File: src/rtl/la_iodebounce.sv
// la_iodebounce: pad input synchronizer with programmable debounce, edge pulses and sticky event flags
// Ports:
//   clk, reset        core clock, synchronous active-high reset
//   z                 asynchronous pad level
//   en                1 = debounce filter active, 0 = bypass (synchronized level)
//   dbcnt             threshold N; out changes after N+1 consecutive disagreeing cycles
//   clr               clears both sticky flags (a same-cycle event wins)
//   out               debounced level
//   rise, fall        one-cycle pulses on the first cycle of a new out value
//   rise_evt, fall_evt sticky event flags
module la_iodebounce #(
    parameter int STAGES = 2,
    parameter int CNTW   = 16
) (
    input  logic            clk,
    input  logic            reset,
    input  logic            z,
    input  logic            en,
    input  logic [CNTW-1:0] dbcnt,
    input  logic            clr,
    output logic            out,
    output logic            rise,
    output logic            fall,
    output logic            rise_evt,
    output logic            fall_evt
);
    logic [STAGES-1:0] sync_q;
    logic [CNTW-1:0]   cnt_q, cnt_d;
    logic              out_q, out_d, rise_q, fall_q, rise_evt_q, fall_evt_q;
    logic              s, hit, rise_d, fall_d;
    assign s = sync_q[STAGES-1];
    // >= rather than == so lowering dbcnt mid-count fires at once instead of stranding cnt
    always_comb begin
        hit    = en & (s != out_q) & (cnt_q >= dbcnt);
        out_d  = (!en || hit) ? s : out_q;
        cnt_d  = (!en || s == out_q || hit) ? '0 : cnt_q + 1'b1;
        rise_d = out_d & ~out_q;
        fall_d = ~out_d & out_q;
    end
    always_ff @(posedge clk) begin
        if (reset) begin
            sync_q     <= '0;
            cnt_q      <= '0;
            out_q      <= 1'b0;
            rise_q     <= 1'b0;
            fall_q     <= 1'b0;
            rise_evt_q <= 1'b0;
            fall_evt_q <= 1'b0;
        end else begin
            sync_q     <= {sync_q[STAGES-2:0], z};
            cnt_q      <= cnt_d;
            out_q      <= out_d;
            rise_q     <= rise_d;
            fall_q     <= fall_d;
            rise_evt_q <= (rise_evt_q & ~clr) | rise_d;
            fall_evt_q <= (fall_evt_q & ~clr) | fall_d;
        end
    end
    assign out      = out_q;
    assign rise     = rise_q;
    assign fall     = fall_q;
    assign rise_evt = rise_evt_q;
    assign fall_evt = fall_evt_q;
endmodule

File: config.mk
export PLATFORM = sky130hd
export DESIGN_NAME = la_iodebounce
export DESIGN_NICKNAME = d
export VERILOG_FILES = /design/src/rtl/la_iodebounce.sv
export SDC_FILE = /design/constraint.sdc
export NUM_CORES = 1
export LEC_CHECK = 0
export BUFFER_PORTS_ARGS = -buffer_cell sky130_fd_sc_hd__buf_2
export CAP_MARGIN = 40
export CELL_PAD_IN_SITES_DETAIL_PLACEMENT = 1
export CELL_PAD_IN_SITES_GLOBAL_PLACEMENT = 2
export CORE_MARGIN = 2
export CORE_UTILIZATION = 30
export DETAILED_ROUTE_END_ITERATION = 10
export GPL_TIMING_DRIVEN = 0
export HOLD_SLACK_MARGIN = 0.03
export PLACE_DENSITY_LB_ADDON = 0.2
export SYNTH_ARGS = -nofsm -noshare
export SYNTH_HDL_FRONTEND = slang
export SYNTH_SLANG_ARGS = --single-unit
File: constraint.sdc
create_clock -name clk -period 2.3 [get_ports clk]
set_input_delay 0.46 -clock clk [delete_from_list [all_inputs] [get_ports clk]]
set_output_delay 0.46 -clock clk [all_outputs]
set_load 0.05 [all_outputs]
---- Yosys cells after proc, flatten, opt, wreduce, memory -nomap -nowiden ----
Cells that the tools add are included.
W data, S select, Z words.
word-level totals
  register bits after elaboration ......... 23
  bits of input ports ..................... 21
  output and inout bits ................... 5
operators by class
  add/subtract/negate cells ............... 1
  order comparisons ....................... 1
  equal/unequal tests ..................... 2
  mux-type cells .......................... 1
  bitwise operators ....................... 11
  reductions and logical operators ........ 5
operators with widths
  cell                     count
  $add A16 B1 Y16 const B  1
  $ge A16 B16 Y1           1
  $and A1 B1 Y1            6
  $logic_or A1 B1 Y1       3
  $not A1 Y1               3
  $or A1 B1 Y1             2
  $reduce_or A2 Y1         1
  $eq A1 B1 Y1             1
  $logic_not A1 Y1         1
  $mux W1                  1
  $ne A1 B1 Y1             1

---- Logic depth before layout (Yosys ltp) ----
Gate-level depths: netlist of the first run.
  depth in word-level cells ............... 8
  gate-level depth with buffers ........... 8
  mapped depth without buffers ............ 7

---- Worst setup path before layout of the first run ----
OpenSTA, ideal clock, no wires.
  kind .................................... input to register
  from .................................... input dbcnt[15]
  to ...................................... register cnt_q[6]
  library setup time ...................... 0.115 ns
  arrival ................................. 2.066 ns
  data required time ...................... 2.185 ns
  setup slack ............................. 0.119 ns
  stages .................................. 8
  path through ............................ inv_1 -> ha_1 -> nand4_2 -> or3_1 -> or4_4 -> nand4_4 -> buf_12 -> nor2_2
on the way
  longest elaborated chain between the ends .. 4
RTL lines
  item                        line  source
  start, declared             19    input logic [CNTW-1:0] dbcnt,
  $ge A16 B16 Y1              34    hit = en & (s != out_q) & (cnt_q >= dbcnt);
  $and A1 B1 Y1               34
  $logic_or A1 B1 Y1          36    cnt_d = (!en || s == out_q || hit) ? '0 : cnt_q + 1'b1;
  $reduce_or A2 Y1 (no line)  n/a
  end signal, assigned        51    cnt_q <= cnt_d;
  end, declared               28    logic [CNTW-1:0] cnt_q, cnt_d;
No other way between the ends.
A chain may end at the register's enable or synchronous reset.

---- Worst setup path after layout of the first run ----
  from .................................... register cnt_q[15]
  to ...................................... register cnt_q[5]
on the way
  longest elaborated chain between the ends .. 4
RTL lines
  item                        line
  $ge A16 B16 Y1              34
  $and A1 B1 Y1               34
  $logic_or A1 B1 Y1          36
  $reduce_or A2 Y1 (no line)  n/a
No other way between the ends.

==> flow_summary.yaml, run 1 <==
clock_tree:
  cts_tree: "built"
  clock_sinks: 23
  cts_buffers: 3
  clockBufferDepth: 2
  path_clk_slew_ns: 0.09
  clockRootBuffer: "clkbuf_8"
  htreeDepth: 1
  insertion_delay_ns: 0.26
global_route:
  grt.total_usage_pct: 12.6
  grt_max_degree: 13
  grt_pass1_wl_um: 5240
  grt_antenna_before_repair: 0
  grt_pass1_vias: 1143
  overflow: 0
critical_path:
  path_delay_family: "simple AND/OR/NAND/NOR gates"
  r2r_setup_slack_ns: 0.09
  endpoint_kind: "flop"
  crit_slowest_cell: "or4_4"
  endpoint: "cnt_q[5]"
  crit_type: "reg2reg"
  cp-start-kind: "flop"
  cp_max_fo: 10
  cp.depth: 7
  worst_path_largest_cell_delay_ns: 0.52
  arrival_ns: 2.37
  required_ns: 2.46
  crit_buf_inv: 1
  path_cells: "ha_1, nand4_2, or3_4, or4_4, nand4_4, buf_12, nor2_2"
  critPathLaunch: "cnt_q[15]"
  reg2reg_depth: 7
  rr_startpoint: "cnt_q[15]"
  worst_r2r_endpoint: "cnt_q[5]"
timing:
  holdWs_ns: 0.419
  period_share_pct: 96.1
  relSlewSlack_pct: 70.3
  drv_slew: 0
  min_period_ns: 2.21
  worst_pin_slew_ns: 0.442
  finalHoldViolations: 0
  maxClockFrequency_mhz: 453
  skew_ns: 0.00206
  setup_viol: 0
final_layout:
  area_growth_pct: 20.3
  nFillCells: 538
  multi_input_area_um2: 841
  drive_above_1_share_pct: 29.3
  final_cell_mix: "buf_2, dfxtp_1, inv_1"
  register_area_um2: 463
  nets: 220
  diodes: 0
  final_common_cell: "buf_2"
synthesis:
  synth_warnings: 0
  synth_area_um2: 1370
  muxShareOfSynthArea_pct: 0
  synthFlopType: "dfxtp_1"
  synth_adder_area_share_pct: 15.5
  synth_top_family_by_area: "simple AND/OR/NAND/NOR gates"
  yosys.area_share.simple_pct: 25.7
  syn_avg_cell_area_um2: 9.08
  syn-num-nets: 189
  ys_async_sr_fraction_pct: 0
  synthCells: 151
  synth-seq-cells: 23
  synth-xor-area-share_pct: 8.94
  synth.distinct_cells: 32
  synth_edf_count: 0
  synth_compound_area_share_pct: 8.94
  ys_seq_area_share_pct: 33.6
floorplan:
  start_util_pct: 31.3
  boundaryPins: 26
  die-area_um2: 5130
  fp.dieH_um: 71.6
  fp-row-count: 24
  die_w_um: 71.6
  fp.coreArea_um2: 4380
route:
  routed_wirelength_um: 2920
  drtPass1Iterations: 4
  first_iter_violations: 20
  wl_per_cell_um: 12.5
  vias: 1116
  drc: 0
  viasPerCell: 4.79
  drtAntennaViolNets: 0
worst_hold_path:
  hold_class: "in2reg"
  min_from: "reset"
flow_run:
  maxCapViolCount: 0
pwr:
  p_total_mw: 0.735
  ir_drop_uv: 254
  powerDensity_nw_per_um2: 446
  p_leak_nw: 0.717
placed_design:
  io_buffers: 24
  gp_congestion: 0.737
  dp_hpwl_um: 2380
run_status:
  outcome: "completed"
==> layer usage <==
metal / vias to the layer above / GRT usage (%) / share of wire (%)
met1: 518 / 17.3 / 48
met5: - / 0 / 0
met3: 2 / 1.83 / 3.5
met2: 14 / 21.2 / 48
li1: 582 / - / -
met4: 0 / 2.52 / 0.62
==> area by class of cell <==
| class | instances | area share (%) |
|---|---|---|
| inverters | 18 | 4.10 |
| plain buffers | 3 | 1.97 |
| clock buffers | 4 | 2.73 |
| multi-input cells | 107 | 51.0 |
| well taps | 52 | 3.95 |
| repair buffers | 26 | 8.19 |
| flip-flops and latches | 23 | 28.1 |
==> how the worst min path moves through the flow <==
stage	slack, ns	end	cells after the start
global route	0.43	sync_q[1]	2
floorplan	0.41	sync_q[1]	1
global placement	0.42	sync_q[1]	1
finish	0.42	out	2
CTS	0.42	out	2
detailed placement	0.45	fall_evt	2
==> where the power goes <==
part | internal [mW] | switching (mW)
sequential | 0.401 | 0.00203
combinational | 0.0353 | 0.0390
clock | 0.124 | 0.134
total | 0.560 | 0.175
==> Yosys cell counts, types with 2 or more instances <==
cell,number,share of area [%]
a21oi_1,7,2.6
and3_1,2,0.91
and4_1,3,1.9
dfxtp_1,23,34
ha_1,17,16
inv_1,18,4.9
nand2_1,9,2.5
nand3_1,6,2.2
nand4_1,6,2.7
nor2_1,9,2.5
nor2_2,10,4.6
nor2b_1,2,0.91
nor3_1,4,1.5
o31ai_1,3,1.6
or2b_2,3,1.9
xnor2_1,2,1.3
xor2_1,12,7.7
==> flip-flops by register name (all words and copies together), names as in the netlist <==
signal and flops:
fall 1, sync_q 2, cnt_q 16, out 1, fall_evt 1, rise_evt 1
rise 1
==> logic make-up after synthesis <==
| logic type | after synthesis |
|---|---|
| AND/OR/NAND/NOR | 59 |
| flip-flops | 23 |
| buffers and inverters | 21 |
| AO/OA/AOI/OAI | 17 |
| adder cells (fa/ha/maj) | 17 |
| XOR/XNOR | 14 |
==> metrics by stage <==
stage	utilization [%]	worst slack [ns]	setup TNS [ns]	std cells	cell area (µm²)
after global routing	37.6	-0.00406	-0.00569	233	1650
after global placement	35.5	-0.100	-0.975	227	1560
after detailed placement	35.5	-0.127	-1.33	227	1560
final	37.6	0.0903	0	233	1650
after floorplan	-	0.119	0	151	1370
after CTS	36.6	0.0492	0	231	1600
==> timing repair <==
action	in CTS	in global routing
pin swaps	0	2
buffers inserted	0	2
gates resized for setup	1	4
setup endpoints to repair	8	14
hold buffers	0	0
(Power assumes the default switching activity.)
==> inputs of run 2 (changes only) <==
--- a/config.mk
+++ b/config.mk
@@ -5,12 +5,13 @@
 export SDC_FILE = /design/constraint.sdc
 export NUM_CORES = 1
 export LEC_CHECK = 0
+export ABC_AREA = 1
 export BUFFER_PORTS_ARGS = -buffer_cell sky130_fd_sc_hd__buf_2
 export CAP_MARGIN = 40
 export CELL_PAD_IN_SITES_DETAIL_PLACEMENT = 1
 export CELL_PAD_IN_SITES_GLOBAL_PLACEMENT = 2
-export CORE_MARGIN = 2
-export CORE_UTILIZATION = 30
+export CORE_MARGIN = 5
+export CORE_UTILIZATION = 27
 export DETAILED_ROUTE_END_ITERATION = 10
 export GPL_TIMING_DRIVEN = 0
 export HOLD_SLACK_MARGIN = 0.03
==> run 2 against run 1 <==
- clock power rose by 3%
- global-route usage down 2.5 points
- flip-flop and latch count is the same
- setup slack improved by 0.46 ns
- synthesized cell count up 31%
- critical endpoint is now cnt_q[4]
==> flow_summary.yaml, run 2 <==
timing:
  holdWs_ns: 0.376
  timing.final.ws_setup_ns: 0.548
  worst_pin_slew_ns: 0.353
  drv_slew: 0
  rsz0062_at_grt: "no"
  maxClockFrequency_mhz: 571
  relSlewSlack_pct: 76.3
  min_period_ns: 1.75
  finalHoldViolations: 0
  setup_viol: 0
  skew_ns: 0.00964
  fin_setup_tns_ns: 0
  period_share_pct: 76.2
clock_tree:
  cts_buffers: 3
  clockBufferDepth: 2
  clockRootBuffer: "clkbuf_8"
  insertion_delay_ns: 0.27
  cts_hold_buf: 0
  cts_setup_buffers: 0
  path_clk_slew_ns: 0.09
  htreeDepth: 1
  cts_tree: "built"
  cts_resized: 0
  clock_sinks: 23
critical_path:
  required_ns: 2.51
  crit_slowest_cell: "dfxtp_1"
  worst_path_largest_cell_delay_ns: 0.44
  path_cells: "ha_1, nand2_1, nand2_1, nand3_1, nand3_1, a21oi_2, nand4_4, buf_2, nor2_1"
  crit_type: "reg2reg"
  reg2reg_depth: 9
  arrival_ns: 1.96
  cp-start-kind: "flop"
  endpoint_kind: "flop"
  cp_max_fo: 10
  r2r_setup_slack_ns: 0.55
final_layout:
  nets: 266
  largest_register: "cnt_q"
  top_regs: "cnt_q: 16 flops, sync_q: 2 flops"
  drive_above_1_share_pct: 18.5
  final_common_cell: "nand2_1"
  final_cells: 297
  final_cell_mix: "nand2_1, inv_1, nor2_1"
  largest_register_ff_count: 16
  nFillCells: 683
  utilization_pct: 32.9
  diodes: 0
  area_growth_pct: 18.3
synthesis:
  yosys.area.top_type: "dfxtp_1"
  synthFlopType: "dfxtp_1"
  ys_async_sr_fraction_pct: 0
  synth_area_leaders: "dfxtp_1, ha_1, nand2_1"
  synth.distinct_cells: 22
  synth-seq-cells: 23
  synth_area_um2: 1430
  synth_edf_count: 0
  syn-num-nets: 236
  synth_warnings: 0
  synthCells: 198
  yosys-top-cells-count: "nand2_1, inv_1, nor2_1, dfxtp_1, ha_1"
  syn_avg_cell_area_um2: 7.22
  ys_seq_area_share_pct: 32.2
  yosysMostFrequentCell: "nand2_1"
  synth_top_area_share_pct: 32.2
floorplan:
  fp.coreArea_um2: 5140
  start_util_pct: 27.8
  boundaryPins: 26
  die-area_um2: 6850
  fp-row-count: 26
  fp.dieH_um: 82.8
  die_w_um: 82.8
route:
  routed_wirelength_um: 2930
  drc: 0
  vias: 1214
  drtAntennaViolNets: 0
  viasPerCell: 4.09
  drtPass1Iterations: 4
  wl_per_cell_um: 9.88
  first_iter_violations: 13
pwr:
  pwr-share-seq_pct: 54.4
  ir_drop_uv: 242
  power.share.combinational_pct: 10.1
  p_int_mw: 0.556
  clkPwrFrac_pct: 35.5
  p_sw_mw: 0.190
  p_leak_nw: 0.837
  switching_share_pct: 25.5
  powerDensity_nw_per_um2: 441
global_route:
  grt.total_usage_pct: 10.1
  grt_pass1_vias: 1284
  overflow: 0
  grt_pass1_wl_um: 5440
  grt_antenna_before_repair: 0
  grt_max_degree: 15
placed_design:
  pre_cts_slack_ns: 0.318
  gp_congestion: 0.676
  dp_hpwl_um: 2530
  io_buffers: 25
  dp.cells: 293
run_status:
  outcome: "completed"
worst_hold_path:
  hold-path-cell-count: 2
  hold_class: "in2reg"
flow_run:
  maxCapViolCount: 0
[run 2: logic make-up after synthesis]
| group | after synthesis | synth area share (%) |
|---|---|---|
| XOR/XNOR | 13 | 7.96 |
| flip-flops | 23 | 32.2 |
| AND/OR/NAND/NOR | 93 | 30.3 |
| adder cells (fa/ha/maj) | 17 | 14.9 |
| AO/OA/AOI/OAI | 8 | 3.06 |
| buffers and inverters | 44 | 11.6 |
[run 2: routing by layer]
layer	global-route usage (%)	part of all wire, %
met4	2.94	0.92
met2	17.9	49
met3	1.73	2.8
met1	12.6	47
met5	0	0
[run 2: path summary, 6_finish.rpt]
kind | startpoint | end
worst max-delay path | cnt_q[13] | cnt_q[4]
worst min-delay path | reset | sync_q[1]
worst max register to register | cnt_q[13] | cnt_q[4]
worst min register to register | sync_q[0] | sync_q[1]
[run 2: per-stage QoR]
| step | power (mW) | cell area (µm²) |
|---|---|---|
| 4_1_cts | 0.763 | 1690 |
| 3_5_place_dp | 0.493 | 1640 |
| 5_1_grt | 0.790 | 1690 |
| 2_1_floorplan | 0.463 | 1430 |
| 3_3_place_gp | 0.492 | 1640 |
| 6_report | 0.746 | 1690 |
[run 2: power by group through the flow]
stage / combinational, mW / clock (mW) / sequential, mW
5_1_grt: 0.0893 / 0.294 / 0.407
6_report: 0.0756 / 0.265 / 0.406
2_1_floorplan: 0.0392 / 0 / 0.424
3_5_place_dp: 0.0780 / 0 / 0.416
4_1_cts: 0.0783 / 0.279 / 0.406
3_3_place_gp: 0.0769 / 0 / 0.415
[run 2: area by class of cell]
cell class / count / area, µm² / area share [%]
Sequential cell: 23 / 460 / 27.2
Tap cell: 70 / 87.6 / 5.18
Clock buffer: 3 / 41.3 / 2.44
Multi-Input combinational cell: 131 / 803 / 47.5
Buffer: 1 / 5.00 / 0.296
Timing Repair Buffer: 25 / 125 / 7.40
Inverter: 43 / 161 / 9.54
Clock inverter: 1 / 7.51 / 0.444
[run 2: worst max-delay path: cells and delay by family, from the launching register on]
family | cells | cell delay [ns]
and+or+nand+nor | 6 | 0.54
DFF | 1 | 0.44
adders and majority gates | 1 | 0.29
buffers and inverters | 1 | 0.23
AOI/OAI and AO/OA | 1 | 0.20
